[src/rtl/mem_pkg.sv]
// Shared types and constants for the word-organised byte memory and its clients.
package mem_pkg;

  localparam int ADDR_W     = 9;
  localparam int CNT_W      = 7;
  localparam int WORD_BYTES = 4;

  // Lane 0 is the most significant byte of a memory word (bits 31:24).
  typedef logic [7:0] byte_t;
  typedef byte_t [0:WORD_BYTES-1] word_t;

  typedef enum logic [1:0] {
    IDLE,
    LOAD,
    SEND,
    FIN
  } state_t;

endpackage

[src/rtl/mem_word_streamer.sv]
// Walks a run of consecutive memory words and serialises them into a byte
// stream (lane 0 first) on a valid/ready interface at one byte per cycle.
module mem_word_streamer #(
  parameter int ADDR_W = 9,
  parameter int CNT_W  = 7
) (
  input  logic              clk,
  input  logic              rst_n,
  input  logic              start,
  input  logic [ADDR_W-1:0] base_addr,
  input  logic [CNT_W-1:0]  word_count,
  output logic [ADDR_W-1:0] mem_addr,
  input  logic [7:0]        mem_rdata [0:3],
  output logic [7:0]        out_data,
  output logic              out_valid,
  input  logic              out_ready,
  output logic              out_last,
  output logic              busy,
  output logic              done
);

  import mem_pkg::*;

  state_t            state, state_d;
  logic [ADDR_W-1:0] ptr, ptr_d;
  logic [CNT_W-1:0]  remaining, remaining_d;
  logic [1:0]        lane, lane_d;
  word_t             word_q, word_d;

  logic              handshake;
  logic              last_lane;
  logic              run_empty;

  // Byte address bits 1:0 are discarded when the run is latched.
  logic              unused_base_low;
  assign unused_base_low = ^base_addr[1:0];

  assign handshake = out_valid && out_ready;
  assign last_lane = (lane == 2'd3);
  assign run_empty = (remaining == '0);

  // Next-state and datapath update: every fetch (LOAD or the lane-3 refill in
  // SEND) reads the word at ptr and advances ptr so the stream never bubbles.
  always_comb begin
    state_d     = state;
    ptr_d       = ptr;
    remaining_d = remaining;
    lane_d      = lane;
    word_d      = word_q;

    unique case (state)
      IDLE: begin
        if (start) begin
          if (word_count != '0) begin
            state_d     = LOAD;
            ptr_d       = {base_addr[ADDR_W-1:2], 2'b00};
            remaining_d = word_count;
          end else begin
            state_d = FIN;
          end
        end
      end

      LOAD: begin
        for (int i = 0; i < WORD_BYTES; i++) begin
          word_d[i] = mem_rdata[i];
        end
        ptr_d       = ptr + ADDR_W'(WORD_BYTES);
        remaining_d = remaining - CNT_W'(1);
        lane_d      = 2'd0;
        state_d     = SEND;
      end

      SEND: begin
        if (handshake) begin
          if (!last_lane) begin
            lane_d = lane + 2'd1;
          end else if (!run_empty) begin
            for (int i = 0; i < WORD_BYTES; i++) begin
              word_d[i] = mem_rdata[i];
            end
            ptr_d       = ptr + ADDR_W'(WORD_BYTES);
            remaining_d = remaining - CNT_W'(1);
            lane_d      = 2'd0;
          end else begin
            state_d = FIN;
          end
        end
      end

      FIN: begin
        state_d = IDLE;
      end

      default: begin
        state_d = IDLE;
      end
    endcase
  end

  // State and datapath registers; reset aborts any run in progress.
  always_ff @(posedge clk or negedge rst_n) begin
    if (!rst_n) begin
      state     <= IDLE;
      ptr       <= '0;
      remaining <= '0;
      lane      <= '0;
      word_q    <= '0;
    end else begin
      state     <= state_d;
      ptr       <= ptr_d;
      remaining <= remaining_d;
      lane      <= lane_d;
      word_q    <= word_d;
    end
  end

  // Outputs decode directly from the registered state so reset clears them at once.
  always_comb begin
    mem_addr  = ptr;
    out_valid = (state == SEND);
    out_data  = (state == SEND) ? word_q[lane] : 8'h00;
    out_last  = (state == SEND) && last_lane && run_empty;
    busy      = (state == LOAD) || (state == SEND);
    done      = (state == FIN);
  end

endmodule

[config.mk]
export PLATFORM = sky130hd
export DESIGN_NAME = mem_word_streamer
export DESIGN_NICKNAME = d
export VERILOG_FILES = /design/src/rtl/mem_pkg.sv /design/src/rtl/mem_word_streamer.sv
export SDC_FILE = /design/constraint.sdc
export NUM_CORES = 1
export LEC_CHECK = 0
export BUFFER_PORTS_ARGS = -buffer_cell sky130_fd_sc_hd__clkbuf_2
export CAP_MARGIN = 0
export CORE_ASPECT_RATIO = 1.75
export CORE_MARGIN = 2
export CORE_UTILIZATION = 53
export DETAILED_ROUTE_END_ITERATION = 16
export PLACE_DENSITY = 0.8
export SLEW_MARGIN = 20
export SYNTH_ARGS = -nofsm -noshare
export SYNTH_HDL_FRONTEND = slang
export SYNTH_SLANG_ARGS = --single-unit
[constraint.sdc]
create_clock -name clk -period 2.5 [get_ports clk]
set_clock_uncertainty 0.05 [all_clocks]
set_input_delay 0.125 -clock clk [delete_from_list [all_inputs] [get_ports clk]]
set_output_delay 0.125 -clock clk [all_outputs]
set_load 0.02 [all_outputs]
# After elaboration in Yosys (flattened, before gate mapping)
# Index checks and enable logic that the tools add are counted.
word_totals:
  reg_bits: 52
  in_bits: 52
  output_inout_bits: 21
  elab_cells: 67
classes:
  addsub: 3
  n_lt_le_gt_ge: 1
  n_eq_ne: 11
  muxes: 30
  bitwise_logic: 1
  reduce_logical: 13
op_table:
  columns: ["operator", "n"]
  rows:
  - ["$mux W32", 3]
  - ["$pmux W32 S2", 1]
  - ["$mux W9", 5]
  - ["$mux W7", 5]
  - ["$pmux W9 S3", 1]
  - ["$mux W8", 3]
  - ["$pmux W7 S3", 1]
  - ["$bmux W8 S2", 1]
  - ["$mux W2", 8]
  - ["$add A9 B3 Y9 const B", 1]
  - ["$pmux W2 S4", 1]
  - ["$reduce_and A4 Y1", 2]
  - ["$logic_not A7 Y1", 1]
  - ["$reduce_bool A7 Y1", 1]
  - ["$sub A7 B1 Y7 const B", 1]
  - ["$eq A2 B2 Y1 const B", 3]
  - ["$ne A2 B1 Y1 const B", 3]
  - ["$ne A2 B2 Y1 const B", 3]
  - ["$reduce_and A6 Y1", 1]
  - ["$pmux W2 S2", 1]
  - ["$ge A3 B3 Y1 const B", 1]
  - ["$logic_and A1 B1 Y1", 3]
  - ["$ne A3 B3 Y1 const B", 1]
  - ["$not A2 Y3", 1]
  - ["7 further kinds", 7]

# Logic depth before layout (Yosys ltp)
# Gate-level depths: netlist of the first run.
depth:
  depth_word: 5
  mapped_depth: 8
  depth_no_buf: 6

# Least setup slack after synthesis of the first run
# OpenSTA, ideal clock, no wires.
synth_timing:
  path_kind: "reg2reg"
  startpoint: "register state[0]"
  endpoint: "register ptr[7] (netlist: mem_addr[7])"
  setup_time_ps: 124
  arrival_time_ps: 1917
  slack_ps: 409
  path_stages_with_launch: 7
  cell_sequence: "dfrtp_1 > inv_1 > ha_1 > a211o_1 > or3_4 > buf_4 > a211o_1"
synth_via:
  elab_chain_len: 4
synth_lines:
  columns: ["element", "line_no", "source"]
  rows:
  - ["start, declared", "mem_word_streamer.sv:24", "state_t state, state_d;"]
  - ["start signal, assigned", "mem_word_streamer.sv:110", "state <= state_d;"]
  - ["$eq A2 B2 Y1 *", "mem_word_streamer.sv:121", "out_valid = (state == SEND);"]
  - ["via out_valid", "mem_word_streamer.sv:15", "output logic out_valid,"]
  - ["$logic_and A1 B1 Y1", "mem_word_streamer.sv:38", "assign handshake = out_valid && out_ready;"]
  - ["$ne A2 B1 Y1 (no line)", null, null]
  - ["$reduce_and A6 Y1 (no line)", null, null]
  - ["end signal, assigned", "mem_word_streamer.sv:111", "ptr <= ptr_d;"]
  - ["end, declared", "mem_word_streamer.sv:25", "logic [ADDR_W-1:0] ptr, ptr_d;"]
# The timed path passes the listed nets; every way through them passes the cells marked *.
# A chain may end at the register's enable or synchronous reset.

# Worst setup path in the final report of the first run
layout_timing:
  startpoint: "register state[1]"
  endpoint: "register remaining[4]"
layout_via:
  elab_chain_len: 4
layout_lines:
  columns: ["element", "line_no", "source"]
  rows:
  - ["$eq A2 B2 Y1", "mem_word_streamer.sv:51, mem_word_streamer.sv:121", null]
  - ["$logic_and A1 B1 Y1", "mem_word_streamer.sv:38", null]
  - ["$ne A2 B1 Y1 (no line)", null, null]
  - ["$reduce_and A6 Y1 (no line)", null, null]
  - ["end signal, assigned", "mem_word_streamer.sv:112", "remaining <= remaining_d;"]
  - ["end, declared", "mem_word_streamer.sv:26", "logic [CNT_W-1:0] remaining, remaining_d;"]
# Several ways; a longest one is shown, not always the timed one.

==> results of run 1 <==
-- cell usage after synthesis (all sizes together) --
cell type	number
clkinv	1
nand3b	2
nand2b	1
nor2b	4
inv	9
nor4bb	1
nand3	4
nor2	4
nor3	2
o41ai	9
o211ai	2
mux2	35
o2bb2ai	1
or4b	1
o22ai	1
ha	8
o31ai	2
a31oi	3
nor4b	1
dfrtp	50
o21ai	5
clkbuf	6
nand4	3
nand2	12
and2	8
nor4	8
and3	3
or4	5
mux4	8
or2	1
conb	1
mux2i	5
buf	12
nor3b	1
a21oi	5
and4b	1
nand4b	1
a211o	8
or3	3
a221oi	1
o32a	1
-- final cells by class --
cell class,count,area [um^2],area share (%)
multi-input cells,162,1450,41.0
flip-flops and latches,50,1250,35.5
repair buffers,96,606,17.2
clock buffers,5,68.8,1.95
well taps,55,68.8,1.95
clock inverters,3,43.8,1.24
inverters,10,37.5,1.07
-- placed cells by master (no fill, tap or decap), drive strengths merged, types with 8 or more instances in the layout --
master       Yosys  routed
nor4             8       8
o41ai            9       9
clkbuf           6      72
and2             8       8
ha               8       8
inv              9      10
dlygate4sd3      0      17
dfrtp           50      50
a211o            8       8
nand2           12      12
mux4             8       8
mux2            35      35
buf             12      12
-- critical path, cell delays in order (launching register included) --
cell and delay, ns:
sky130_fd_sc_hd__dfrtp_1 0.40, sky130_fd_sc_hd__inv_1 0.09, sky130_fd_sc_hd__ha_1 0.20, sky130_fd_sc_hd__nor2b_1 0.17, sky130_fd_sc_hd__a211o_1 0.39, sky130_fd_sc_hd__or3_4 0.53
sky130_fd_sc_hd__a211o_1 0.32
-- worst min-delay path by stage --
stage                              to  slack (ns)  cells past startpoint
after CTS                   word_q[1]     0.00002                      2
after detailed placement  mem_addr[4]        0.28                      1
after global placement    mem_addr[4]        0.28                      1
after floorplan               lane[0]       -0.22                      0
after global routing        word_q[9]     -0.0001                      2
final                       word_q[1]        0.01                      2
-- power breakdown --
group	internal [mW]	switching (mW)	leakage [nW]
registers	1.25	0.289	0.592
logic	1.42	1.39	0.978
clock network	0.300	0.268	0.0585
-- layer usage --
| layer | global-route usage (%) | vias to the layer above | wire [um] |
|---|---|---|---|
| met5 | 0 | - | 0 |
| met4 | 6.32 | 0 | 55 |
| met3 | 4.60 | 4 | 291 |
| met2 | 42.5 | 67 | 3560 |
| met1 | 23.8 | 1105 | 2360 |
| li1 | - | 1075 | - |
-- sequential cells by signal, indices dropped and copies added, names as in the netlist --
signal / flops
lane: 2
word_q: 32
state: 2
remaining: 7
mem_addr: 7
-- kinds of logic (layout without fill, tap and decap cells) --
group | Yosys count | in the layout | share of synthesized area [%]
adders and majority gates | 8 | 8 | 3.50
muxes | 48 | 48 | 21.8
DFF | 50 | 50 | 43.8
and+or+nand+nor | 66 | 66 | 14.7
AOI/OAI and AO/OA | 38 | 38 | 10.1
buffers and inverters | 28 | 114 | 5.95
other | 1 | 2 | 0.131
==> impl_metrics.ini, run 1 <==
[worst_setup_path]
critical_path_fanouts_max = 13
setup.worst_path.end_class = flip-flop
critical_path_arrival_ns = 2.39
critPathKind = reg -> reg
regToRegEndpoint = remaining[4]
r2r_slack_ns = 0.24
critical_path_required_ns = 2.64
cp-start-kind = flip-flop
reg2regPathDepth = 6
timing.critical_path.from = state[1]
r2r-start = state[1]
crit_end = remaining[4]

[drt]
drt-vias-per-instance = 5.91
routed_wire_length_per_instance_um = 16.5
detail_route.drc_violations = 0
dr.first_iter.drc_count = 165
wirelength_um = 6270
routed-via-count = 2251
drtAntennaViolNets = 0
dr.pass1.iters = 5

[die]
rows = 35
die_area_um2 = 6020
core_area_um2 = 5260
die_width_um = 59.5
ioPinCount = 73
floorplan_die_height_um = 101
initial_utilization_pct = 54.4

[timing]
hold_ws_ns = 0.0113
final-max-slew-violation-count = 0
setup-tns-final_ns = 0
postLayoutSetupSlackWorst_ns = 0.243
rsz0062_at_grt = false
report.final.hold_viol_count = 0
post-route-min-period_ns = 2.26
fin_crit_sh_pct = 90.3
fmax_ghz = 0.443
worst_slew_margin_rel_pct = 41.2
report.final.setup_viol = 0
slew_at_the_pin_closest_to_its_max_slew_limit_ns = 0.882

[finish]
layout.cell_area.non_filler_um2 = 3520
post_layout_nonfiller_instances = 381
drive_above_1_share_pct = 42.0
num_antenna_cells = 0
design.final.nets = 385
syn2layout_area_growth_pct = 23.2
filler_cell_count = 415
final_util_pct = 67.0

[place]
numPortBuffers = 68
post-place-cells = 356
dpl.hpwl_um = 4580
placedInstanceArea_um2 = 3240
placement.setup.worst_slack_ns = 0.255
gpl.final_weighted_congestion = 0.882

[logic_synthesis]
synth_cells = 239
number_of_unique_standard_cell_types_used_by_synthesis = 53
synth.avg_cell_area_um2 = 12.0
syn-cell-area_um2 = 2860
synthDominantAreaCellType = sky130_fd_sc_hd__dfrtp_1
yosysWarningCount = 0
synth.yosys.seq_area_share_pct = 43.8
synth_top_area_share_pct = 43.8
postSynthRegisterBits = 50
biggest_area_contributors_in_the_synthesized_netlist = sky130_fd_sc_hd__dfrtp_1, sky130_fd_sc_hd__mux2_2, sky130_fd_sc_hd__mux4_2

[cts]
resized_gates_after_cts = 0
cts_max_level = 2
postCtsSetupRepairBufs = 0
cts-root-to-sink-buffers = 2
holdBufCountCts = 13
tritoncts = yes
worstSkewPairLatency_ns = 0.29
clock-sinks = 50
cts.reportedPaths.clkPinSlew_ns = 0.09
ctsRootBufferMaster = sky130_fd_sc_hd__clkbuf_8
cts-buffers-inserted = 5

[hold_path]
hold_path.class = in -> reg
min_from = mem_rdata[1]

[power_and_ir_drop]
power_mw = 4.92
vdd.ir_drop.worst_uv = 925
power_density_nw_per_um2 = 1400
cellLeakagePower_nw = 1.63

[grt]
antenna_found_initial = 0
groute.usage.overall_pct = 22.3
grt_pass1_vias = 2322
grt_pass1_wl_um = 10300
globalRouteOverflowTotal = 0
grt_start_max_net_pins = 40

[job]
maxCapViolations = 0

[outcome]
result_of_the_run = finished clean
(Power assumes the default switching activity.)
==> run 2: changes to the inputs <==
--- a/config.mk
+++ b/config.mk
@@ -9,9 +9,10 @@
 export CAP_MARGIN = 0
 export CORE_ASPECT_RATIO = 1.75
 export CORE_MARGIN = 2
-export CORE_UTILIZATION = 53
+export CORE_UTILIZATION = 55
+export CTS_BUF_LIST = sky130_fd_sc_hd__clkbuf_4
 export DETAILED_ROUTE_END_ITERATION = 16
-export PLACE_DENSITY = 0.8
+export PLACE_DENSITY = 0.82
 export SLEW_MARGIN = 20
 export SYNTH_ARGS = -nofsm -noshare
 export SYNTH_HDL_FRONTEND = slang
==> impl_metrics.ini, run 2 (synthesis results as in run 1) <==
[finish]
layout_commonest_cell = sky130_fd_sc_hd__clkbuf_2
largest_reg_flops = 32
layout.cell_area.non_filler_um2 = 3660
design.final.nets = 405
registers.top_by_ff_count = word_q
sequential_cell_area_um2 = 1250
syn2layout_area_growth_pct = 28.1
multi_input_comb_area_um2 = 1450
filler_cell_count = 350
mostFrequentLayoutCells = sky130_fd_sc_hd__clkbuf_2, sky130_fd_sc_hd__dfrtp_1, sky130_fd_sc_hd__dlygate4sd3_1
num_antenna_cells = 0
drive_above_1_share_pct = 39.6

[outcome]
result_of_the_run = finished clean

[drt]
drt-vias-per-instance = 5.93
wirelength_um = 7120
drtAntennaViolNets = 0
routed_wire_length_per_instance_um = 17.8
routed-via-count = 2371
detail_route.drc_violations = 0
dr.pass1.iters = 4
dr.first_iter.drc_count = 118

[timing]
postLayoutSetupSlackWorst_ns = 0.243
hold_ws_ns = 0.0400
final-max-slew-violation-count = 0
report.final.setup_viol = 0
rsz0062_at_grt = false
worst_slew_margin_rel_pct = 40.7
report.final.hold_viol_count = 0
fmax_ghz = 0.443
slew_at_the_pin_closest_to_its_max_slew_limit_ns = 0.890
post-route-min-period_ns = 2.26
fin_crit_sh_pct = 90.3
setup-tns-final_ns = 0

[cts]
cts.reportedPaths.clkPinSlew_ns = 0.14
cts_max_level = 2
cts-buffers-inserted = 5
clock-sinks = 50
worstSkewPairLatency_ns = 0.36
cts-root-to-sink-buffers = 2
ctsRootBufferMaster = sky130_fd_sc_hd__clkbuf_4
tritoncts = yes
resized_gates_after_cts = 0

[power_and_ir_drop]
cellLeakagePower_nw = 1.68
vdd.ir_drop.worst_uv = 964
power_density_nw_per_um2 = 1310
power_mw = 4.78

[job]
maxCapViolations = 0

[worst_setup_path]
r2r-start = state[0]
timing.critical_path.from = state[0]
critical_path_fanouts_max = 13
setup.worst_path.end_class = flip-flop
critical_path_required_ns = 2.71
critPathKind = reg -> reg
cp-start-kind = flip-flop
critical_path_arrival_ns = 2.47

[die]
rows = 34
ioPinCount = 73
floorplan_die_height_um = 99.4
die_width_um = 58.5
die_area_um2 = 5810
initial_utilization_pct = 57.4
core_area_um2 = 4980

[grt]
antenna_found_initial = 0
groute.usage.overall_pct = 26.6
globalRouteOverflowTotal = 0
grt_start_max_net_pins = 42
grt_pass1_vias = 2591
grt_pass1_wl_um = 11900

[place]
dpl.hpwl_um = 4650
placedInstanceArea_um2 = 3240
numPortBuffers = 68
gpl.final_weighted_congestion = 0.907
placement.setup.worst_slack_ns = 0.269

[hold_path]
min_from = word_count[1]
hold_path.class = in -> reg
==> run 2: layout make-up <==
cell class                      count  share of cell area (%)
Inverter                           10                    1.02
Timing Repair Buffer              116                    21.9
Sequential cell                    50                    34.2
Multi-Input combinational cell    162                    39.5
Clock inverter                      3                   0.547
Clock buffer                        5                    1.02
Tap cell                           54                    1.84
==> run 2: routing by layer <==
layer  track usage (%)  share of wire [%]
met3              3.90                4.5
met5                 0                  0
met4              9.30                2.5
met1              29.9                 36
met2              49.2                 57
==> run 2: stage by stage <==
stage	cells	utilization, %
6_report	400	73.6
4_1_cts	400	73.6
3_5_place_dp	356	65.2
2_1_floorplan	240	-
3_3_place_gp	356	65.2
5_1_grt	400	73.6
==> run 2: final timing paths <==
check / to / slack (ns) / cells past startpoint
setup / recovery: mem_addr[8] / 0.24 / 6
hold / removal: remaining[1] / 0.04 / 3
setup reg to reg: mem_addr[8] / 0.24 / 6
hold reg to reg: word_q[13] / 0.47 / 1
max in group asynchronous: lane[1] / 1.34 / 3
min in group asynchronous: word_q[27] / 0.36 / 2
==> run 2: what timing repair did <==
item / 4_1_cts / 5_1_grt
hold endpoints to repair: 75 / 0
hold buffers: 36 / 0
buffers inserted: 0 / 0
==> run 2: worst max-delay path, cell delays in order, from the launching register on <==
cell                      delay [ns]
sky130_fd_sc_hd__dfrtp_1        0.40
sky130_fd_sc_hd__inv_1          0.09
sky130_fd_sc_hd__ha_1           0.22
sky130_fd_sc_hd__nor2b_1        0.16
sky130_fd_sc_hd__a211o_1        0.39
sky130_fd_sc_hd__or3_4          0.53
sky130_fd_sc_hd__a211o_1        0.32
==> run 2: report_power, final <==
part / switching (mW) / leakage, nW / internal, mW
sequential: 0.304 / 0.592 / 1.24
combinational: 1.42 / 1.06 / 1.44
clock: 0.263 / 0.0292 / 0.111
